[src/rtl/uart_top.sv]
// rtl/uart_top.sv - UART transceiver with TX/RX FIFOs and internal loopback
//
// uart_fifo: synchronous FIFO, registered status pulses, combinational head.
//   clk, rst_n            clock, synchronous active-low reset
//   wr_en, wr_data        write strobe and data
//   rd_en, head           read strobe, current head entry
//   full, almost_full     count == DEPTH, count == DEPTH-1
//   empty, almost_empty   count == 0, count == 1
//   overflow, underflow   one-cycle pulse on write-when-full / read-when-empty
//   wr_ack                one-cycle pulse on accepted write
//
// uart_top: 8N1 / 8E1 / 8O1 UART.
//   clk, rst_n            clock, synchronous active-low reset
//   baud_divisor          clk cycles per bit, clamped to a minimum of 16
//   i_parity_type         00/11 none, 01 even, 10 odd
//   i_data_in, i_wr_en    TX FIFO write port
//   i_full .. i_wr_ack    TX FIFO status
//   o_fifo_rd_en          RX FIFO read strobe
//   o_fifo_data_out       RX FIFO read data (registered on accepted read)
//   o_empty .. o_wr_ack   RX FIFO status
//   o_framing_error       stop bit sampled low on the last frame
//   o_parity_error        parity mismatch on the last frame
//   o_overrun_error       sticky: a received byte was dropped on a full RX FIFO
//   baud_tick_o           TX bit-period tick
//   i_rx, o_tx            serial input / output, idle high

module uart_fifo #(
    parameter int W     = 8,
    parameter int DEPTH = 8
) (
    input  logic         clk,
    input  logic         rst_n,
    input  logic         wr_en,
    input  logic [W-1:0] wr_data,
    input  logic         rd_en,
    output logic [W-1:0] head,
    output logic         full,
    output logic         almost_full,
    output logic         empty,
    output logic         almost_empty,
    output logic         overflow,
    output logic         underflow,
    output logic         wr_ack
);
    localparam int AW = $clog2(DEPTH);
    localparam int CW = $clog2(DEPTH + 1);

    logic [W-1:0]  mem [DEPTH];
    logic [AW-1:0] wr_ptr;
    logic [AW-1:0] rd_ptr;
    logic [CW-1:0] count;
    logic          do_wr;
    logic          do_rd;

    assign do_wr        = wr_en && !full;
    assign do_rd        = rd_en && !empty;
    assign head         = mem[rd_ptr];
    assign full         = (count == CW'(DEPTH));
    assign almost_full  = (count == CW'(DEPTH - 1));
    assign empty        = (count == '0);
    assign almost_empty = (count == CW'(1));

    always_ff @(posedge clk) begin
        if (!rst_n) begin
            wr_ptr    <= '0;
            rd_ptr    <= '0;
            count     <= '0;
            overflow  <= 1'b0;
            underflow <= 1'b0;
            wr_ack    <= 1'b0;
        end else begin
            wr_ack    <= do_wr;
            overflow  <= wr_en && full;
            underflow <= rd_en && empty;
            if (do_wr) wr_ptr <= wr_ptr + AW'(1);
            if (do_rd) rd_ptr <= rd_ptr + AW'(1);
            case ({do_wr, do_rd})
                2'b10:   count <= count + CW'(1);
                2'b01:   count <= count - CW'(1);
                default: count <= count;
            endcase
        end
    end

    // Storage needs no reset; pointers and count define validity.
    always_ff @(posedge clk) begin
        if (do_wr) mem[wr_ptr] <= wr_data;
    end
endmodule

module uart_top #(
    parameter int DATA_W     = 8,
    parameter int FIFO_DEPTH = 8
) (
    input  logic              clk,
    input  logic              rst_n,
    input  logic [15:0]       baud_divisor,
    input  logic [1:0]        i_parity_type,
    input  logic [DATA_W-1:0] i_data_in,
    input  logic              i_wr_en,
    output logic              i_full,
    output logic              i_almostfull,
    output logic              i_almostempty,
    output logic              i_overflow,
    output logic              i_underflow,
    output logic              i_wr_ack,
    input  logic              o_fifo_rd_en,
    output logic [DATA_W-1:0] o_fifo_data_out,
    output logic              o_empty,
    output logic              o_almostfull,
    output logic              o_almostempty,
    output logic              o_overflow,
    output logic              o_underflow,
    output logic              o_wr_ack,
    output logic              o_framing_error,
    output logic              o_parity_error,
    output logic              o_overrun_error,
    output logic              baud_tick_o,
    input  logic              i_rx,
    output logic              o_tx
);
    typedef enum logic [2:0] {
        IDLE   = 3'b000,
        START  = 3'b001,
        DATA   = 3'b010,
        PARITY = 3'b011,
        STOP   = 3'b100
    } state_t;

    localparam int BW = $clog2(DATA_W);
    localparam logic [BW-1:0] LAST_BIT = BW'(DATA_W - 1);

    logic [15:0] div_eff;
    logic [15:0] div_m1;
    logic [15:0] half_m1;
    logic        parity_en;
    logic        parity_odd;

    assign div_eff    = (baud_divisor < 16'd16) ? 16'd16 : baud_divisor;
    assign div_m1     = div_eff - 16'd1;
    assign half_m1    = (div_eff >> 1) - 16'd1;
    assign parity_en  = (i_parity_type == 2'b01) || (i_parity_type == 2'b10);
    assign parity_odd = (i_parity_type == 2'b10);

    // ---------------- TX ----------------
    state_t              tx_state;
    logic [15:0]         tx_cnt;
    logic [DATA_W-1:0]   tx_shift;
    logic [BW-1:0]       tx_bit;
    logic                tx_par;
    logic [DATA_W-1:0]   tx_head;
    logic                tx_empty;
    logic                tx_pop;

    assign baud_tick_o = (tx_cnt == div_m1);
    assign tx_pop      = baud_tick_o && (tx_state == IDLE) && !tx_empty;

    uart_fifo #(.W(DATA_W), .DEPTH(FIFO_DEPTH)) u_tx_fifo (
        .clk          (clk),
        .rst_n        (rst_n),
        .wr_en        (i_wr_en),
        .wr_data      (i_data_in),
        .rd_en        (tx_pop),
        .head         (tx_head),
        .full         (i_full),
        .almost_full  (i_almostfull),
        .empty        (tx_empty),
        .almost_empty (i_almostempty),
        .overflow     (i_overflow),
        .underflow    (i_underflow),
        .wr_ack       (i_wr_ack)
    );

    always_ff @(posedge clk) begin
        if (!rst_n) begin
            tx_state <= IDLE;
            tx_cnt   <= '0;
            tx_shift <= '0;
            tx_bit   <= '0;
            tx_par   <= 1'b0;
            o_tx     <= 1'b1;
        end else begin
            // >= rather than == so a divisor lowered mid-count still wraps.
            if (tx_cnt >= div_m1) tx_cnt <= '0;
            else                  tx_cnt <= tx_cnt + 16'd1;

            if (baud_tick_o) begin
                case (tx_state)
                    IDLE: begin
                        if (!tx_empty) begin
                            tx_shift <= tx_head;
                            tx_par   <= (^tx_head) ^ parity_odd;
                            o_tx     <= 1'b0;
                            tx_state <= START;
                        end
                    end
                    START: begin
                        o_tx     <= tx_shift[0];
                        tx_shift <= tx_shift >> 1;
                        tx_bit   <= '0;
                        tx_state <= DATA;
                    end
                    DATA: begin
                        if (tx_bit == LAST_BIT) begin
                            if (parity_en) begin
                                o_tx     <= tx_par;
                                tx_state <= PARITY;
                            end else begin
                                o_tx     <= 1'b1;
                                tx_state <= STOP;
                            end
                        end else begin
                            o_tx     <= tx_shift[0];
                            tx_shift <= tx_shift >> 1;
                            tx_bit   <= tx_bit + BW'(1);
                        end
                    end
                    PARITY: begin
                        o_tx     <= 1'b1;
                        tx_state <= STOP;
                    end
                    default: begin
                        o_tx     <= 1'b1;
                        tx_state <= IDLE;
                    end
                endcase
            end
        end
    end

    // ---------------- RX ----------------
    // i_rx is assumed already synchronous to clk. ANDing with o_tx loops TX
    // back while the external line idles high.
    logic                rx;
    logic                rx_d;
    state_t              rx_state;
    logic [15:0]         rx_cnt;
    logic [DATA_W-1:0]   rx_shift;
    logic [BW-1:0]       rx_bit;
    logic                rx_par;
    logic                rx_wr;
    logic                rx_full;
    logic [DATA_W-1:0]   rx_head;

    assign rx    = i_rx & o_tx;
    assign rx_wr = (rx_state == STOP) && (rx_cnt >= div_m1);

    uart_fifo #(.W(DATA_W), .DEPTH(FIFO_DEPTH)) u_rx_fifo (
        .clk          (clk),
        .rst_n        (rst_n),
        .wr_en        (rx_wr),
        .wr_data      (rx_shift),
        .rd_en        (o_fifo_rd_en),
        .head         (rx_head),
        .full         (rx_full),
        .almost_full  (o_almostfull),
        .empty        (o_empty),
        .almost_empty (o_almostempty),
        .overflow     (o_overflow),
        .underflow    (o_underflow),
        .wr_ack       (o_wr_ack)
    );

    always_ff @(posedge clk) begin
        if (!rst_n) begin
            rx_d            <= 1'b1;
            rx_state        <= IDLE;
            rx_cnt          <= '0;
            rx_shift        <= '0;
            rx_bit          <= '0;
            rx_par          <= 1'b0;
            o_framing_error <= 1'b0;
            o_parity_error  <= 1'b0;
            o_overrun_error <= 1'b0;
        end else begin
            rx_d <= rx;
            case (rx_state)
                IDLE: begin
                    if (rx_d && !rx) begin
                        rx_cnt   <= '0;
                        rx_state <= START;
                    end
                end
                START: begin
                    // Half a bit in: a start bit that is no longer low was a glitch.
                    if (rx_cnt >= half_m1) begin
                        rx_cnt <= '0;
                        if (!rx) begin
                            rx_bit   <= '0;
                            rx_state <= DATA;
                        end else begin
                            rx_state <= IDLE;
                        end
                    end else begin
                        rx_cnt <= rx_cnt + 16'd1;
                    end
                end
                DATA: begin
                    if (rx_cnt >= div_m1) begin
                        rx_cnt   <= '0;
                        rx_shift <= {rx, rx_shift[DATA_W-1:1]};
                        if (rx_bit == LAST_BIT) rx_state <= parity_en ? PARITY : STOP;
                        else                    rx_bit   <= rx_bit + BW'(1);
                    end else begin
                        rx_cnt <= rx_cnt + 16'd1;
                    end
                end
                PARITY: begin
                    if (rx_cnt >= div_m1) begin
                        rx_cnt   <= '0;
                        rx_par   <= rx;
                        rx_state <= STOP;
                    end else begin
                        rx_cnt <= rx_cnt + 16'd1;
                    end
                end
                STOP: begin
                    if (rx_cnt >= div_m1) begin
                        rx_cnt          <= '0;
                        o_framing_error <= !rx;
                        o_parity_error  <= parity_en && (rx_par != ((^rx_shift) ^ parity_odd));
                        if (rx_full) o_overrun_error <= 1'b1;
                        rx_state        <= IDLE;
                    end else begin
                        rx_cnt <= rx_cnt + 16'd1;
                    end
                end
                default: rx_state <= IDLE;
            endcase
        end
    end

    always_ff @(posedge clk) begin
        if (!rst_n)                       o_fifo_data_out <= '0;
        else if (o_fifo_rd_en && !o_empty) o_fifo_data_out <= rx_head;
    end
endmodule

[config.mk]
export PLATFORM = sky130hd
export DESIGN_NAME = uart_top
export DESIGN_NICKNAME = d
export VERILOG_FILES = /design/src/rtl/uart_top.sv
export SDC_FILE = /design/constraint.sdc
export NUM_CORES = 1
export LEC_CHECK = 0
export ABC_AREA = 0
export CORE_MARGIN = 2
export CORE_UTILIZATION = 45
export DETAILED_ROUTE_END_ITERATION = 12
export SLEW_MARGIN = 5
export SYNTH_ARGS = -nofsm -noshare
export SYNTH_HDL_FRONTEND = slang
export SYNTH_SLANG_ARGS = --single-unit
[constraint.sdc]
create_clock -name clk -period 7.6 [get_ports clk]
set_input_delay 1.52 -clock clk [delete_from_list [all_inputs] [get_ports clk]]
set_output_delay 1.52 -clock clk [all_outputs]
set_load 0.01 [all_outputs]
==> flow_summary.json <==
{
  "status": "finished clean",
  "fp.dieW_um": 162,
  "hold_viol_final": 0,
  "vdd_ir_drop_max_uv": 191,
  "cp_max_fo": 5,
  "hpwl_mm": 16.2,
  "min_path_type": "reg2reg",
  "wl_met3_um": 987,
  "fin_skew_ps": 8.97,
  "yosysSeqAreaShare_pct": 52.8,
  "critPathTopFamily": "simple AND/OR/NAND/NOR gates",
  "ys.flop_type": "edfxtp_1",
  "grt_max_degree": 46,
  "wire_per_inst_um": 16.7,
  "fmax_mhz": 145,
  "cts_tree": "yes",
  "crit_path_end_kind": "primary output",
  "dieHeight_um": 162,
  "clk_pin_slew_ps": 60,
  "root_buffer": "clkbuf_16",
  "setup_viol": 0,
  "gp_congestion": 0.819,
  "layout_common_cells": "128 x edfxtp_1, 104 x dfxtp_1, 85 x nor2_1",
  "drc": 0,
  "drtPass1Iterations": 5,
  "crit_path_start_kind": "input port",
  "io_pins": 56,
  "grt_pass1_vias": 7105,
  "diodes": 0,
  "finalWirelength_mm": 23.3,
  "powerDensity_nw_per_um2": 224,
  "cts_max_path_buffers": 3,
  "leakage_nw": 4.99,
  "cpPeakStageDelay_ps": 580,
  "fp.coreArea_sq_um": 24400,
  "drtAntennaViolNets": 0,
  "synth-seq-cells": 232,
  "critPathArrivalTime_ps": 5380,
  "cp_slowest_cell": "or4_4",
  "die-area_sq_um": 26200,
  "finalCriticalPeriod_ps": 6900,
  "setup-tns-final_ps": 0,
  "yosysWarnings": 0,
  "rsz0062_at_grt": "no",
  "area_growth_pct": 18.5,
  "cts-htree-levels": 1,
  "worstSkewPairLatency_ps": 520,
  "syn-cell-area_sq_um": 11200,
  "syn_area_per_cell_sq_um": 11.7,
  "finalNetCount": 1149,
  "dr_wl_met2_mm": 10.6,
  "antenna_found_initial": 1,
  "synth_nets": 1060,
  "top_layer_used": "met5",
  "grt_first_pass_wirelength_mm": 38.0,
  "crit_chain": "clkdlybuf4s50_1 -> or4_4 -> nor3_4 -> nand4bb_4 -> buf_6 -> nand2_1 -> ha_1 -> nor3b_4 -> nand2_2 -> nor2_2 -> nand2_1 -> xor2_1 -> ha_1 -> nand4_1 -> inv_1 -> nand4_1 -> or3_4 -> inv_6 -> dlymetal6s2s_1",
  "slew_viol_final": 0,
  "drtIter0Drc": 338,
  "ctsHoldBuffers": 0,
  "min_period_over_period_pct": 90.9,
  "cap_viol_max_count": 0,
  "grt_usage_pct": 18.0,
  "worst_slew_pin_slew_ps": 929,
  "max_slew_margin_pct": 37.6,
  "initial_core_util_pct": 46.0,
  "synthArstFlopShare_pct": 0,
  "crit_buf_inv": 5,
  "cts.sinks": 232,
  "power_mw": 2.98,
  "vias": 7509,
  "cp.required_ps": 6080,
  "rows": 57,
  "m1WireLength_mm": 11.2,
  "synth_edf_count": 128,
  "portBuffers": 55,
  "layout-drive-gt1-share_pct": 13.3,
  "cts_inserted_buffers": 26,
  "path_class": "in2out",
  "via_per_inst": 5.39,
  "layout_commonest_cell": "edfxtp_1",
  "grt_remaining_overflow": 0,
  "synthCells": 961,
  "yosysUniqueCellTypes": 74
}
[sequential cells by signal, indices dropped and copies added, names as in the netlist, 3 cells and up, named ones only]
name	flops
u_tx_fifo.count	4
tx_shift	8
tx_state	3
u_tx_fifo.mem	64
o_fifo_data_out	8
u_tx_fifo.rd_ptr	3
tx_bit	3
tx_cnt	16
u_tx_fifo.wr_ptr	3
u_rx_fifo.mem	64
rx_shift	8
u_rx_fifo.wr_ptr	3
rx_bit	3
u_rx_fifo.count	4
rx_cnt	16
rx_state	3
u_rx_fifo.rd_ptr	3
[cell type report]
type | count | area, sq um
flip-flops and latches | 232 | 5930
clock buffers | 34 | 722
multi-input cells | 670 | 5140
clock inverters | 14 | 136
fillers | 2129 | 11100
inverters | 22 | 87.6
well taps | 324 | 405
repair buffers | 98 | 880
[what timing repair did]
action / CTS / global route
gates resized for setup: 0 / 15
endpoints found under the setup margin: 0 / 1
setup buffers: 0 / 5
[cells by family (layout without fill, tap and decap cells)]
kind of cell	Yosys count	in the layout	synth area share, %
adder cells (fa/ha/maj)	69	69	7.67
XOR/XNOR	69	69	5.51
AND/OR/NAND/NOR	308	308	13.7
other	2	2	0.0669
flip-flops	232	232	52.8
AO/OA/AOI/OAI	148	148	8.39
multiplexers	74	74	9.75
buffers and inverters	59	168	2.18
[routing by layer]
layer | global-route usage (%) | up-vias
li1 | - | 3755
met1 | 25.8 | 3590
met4 | 4.18 | 2
met3 | 3.17 | 40
met5 | 0 | -
met2 | 28.7 | 122
[synth_stat cells, types with 3 or more instances]
library cell | count | share of area (%)
dfxtp_1 | 104 | 19
buf_1 | 5 | 0.17
o22ai_1 | 4 | 0.22
a22o_1 | 5 | 0.39
o211ai_1 | 3 | 0.20
and3_1 | 18 | 1.0
a21oi_1 | 46 | 2.1
nand3_1 | 33 | 1.5
or4_1 | 3 | 0.20
or3_1 | 8 | 0.45
a21o_1 | 9 | 0.60
mux4_2 | 28 | 5.6
nor4_1 | 7 | 0.39
o21a_1 | 6 | 0.40
inv_1 | 19 | 0.64
ha_1 | 68 | 7.6
nand4_1 | 9 | 0.50
xor2_1 | 32 | 2.5
xnor2_1 | 36 | 2.8
nand2b_1 | 10 | 0.56
nor3b_1 | 6 | 0.40
o21ai_0 | 29 | 1.3
nor2_1 | 86 | 2.9
nand2_1 | 79 | 2.6
nor2b_1 | 5 | 0.28
mux2i_1 | 45 | 4.0
edfxtp_1 | 128 | 34
or2_2 | 3 | 0.17
clkbuf_1 | 24 | 0.80
nor3_1 | 17 | 0.76
buf_2 | 6 | 0.27
a211oi_1 | 12 | 0.80
nand3b_1 | 5 | 0.33
a31oi_1 | 10 | 0.56
and2_1 | 3 | 0.17
[worst reg2reg max path, stage by stage, from the launching register on]
cell       delay [ps]
dfxtp_1           410
inv_1             150
ha_1              310
or3b_1            370
o2111ai_1         110
a221o_1           210
or4b_1            440
o311ai_1          240
o21ai_1           240
nand2_1           160
ha_1              240
or4b_2            600
a21oi_1           210
xnor2_1           140
nor2_1             50
[where the power goes]
part | switching (mW) | internal (mW) | total [mW]
logic | 0.183 | 0.183 | 0.366
registers | 0.0278 | 1.35 | 1.38
clock network | 0.493 | 0.740 | 1.23
total | 0.704 | 2.28 | 2.98
[path summary, 6_finish.rpt]
| kind | end | start | slack, ps | cells past startpoint |
|---|---|---|---|---|
| worst max-delay path | baud_tick_o | baud_divisor[11] | 700 | 19 |
| worst min-delay path | tx_shift[7]$_SDFFE_PN0P_ | tx_shift[7]$_SDFFE_PN0P_ | 460 | 2 |
| worst max register to register | u_rx_fifo.count[3]$_SDFFE_PN0P_ | rx_cnt[0]$_SDFFE_PN0P_ | 3590 | 14 |
| worst min register to register | tx_shift[7]$_SDFFE_PN0P_ | tx_shift[7]$_SDFFE_PN0P_ | 460 | 2 |
[per-stage QoR]
stage / util [%] / instances / instance area (sq um) / setup WS (ps) / hold slack [ps]
after floorplan: - / 961 / 11200 / 674 / 432
after global placement: 50.6 / 1341 / 12300 / 75.5 / 443
after detailed placement: 50.6 / 1341 / 12300 / 56.4 / 450
after CTS: 54.1 / 1389 / 13200 / 7.89 / 465
after global routing: 54.5 / 1394 / 13300 / 352 / 475
final: 54.5 / 1394 / 13300 / 695 / 461
Note: power is estimated with default switching activity, not from simulation.
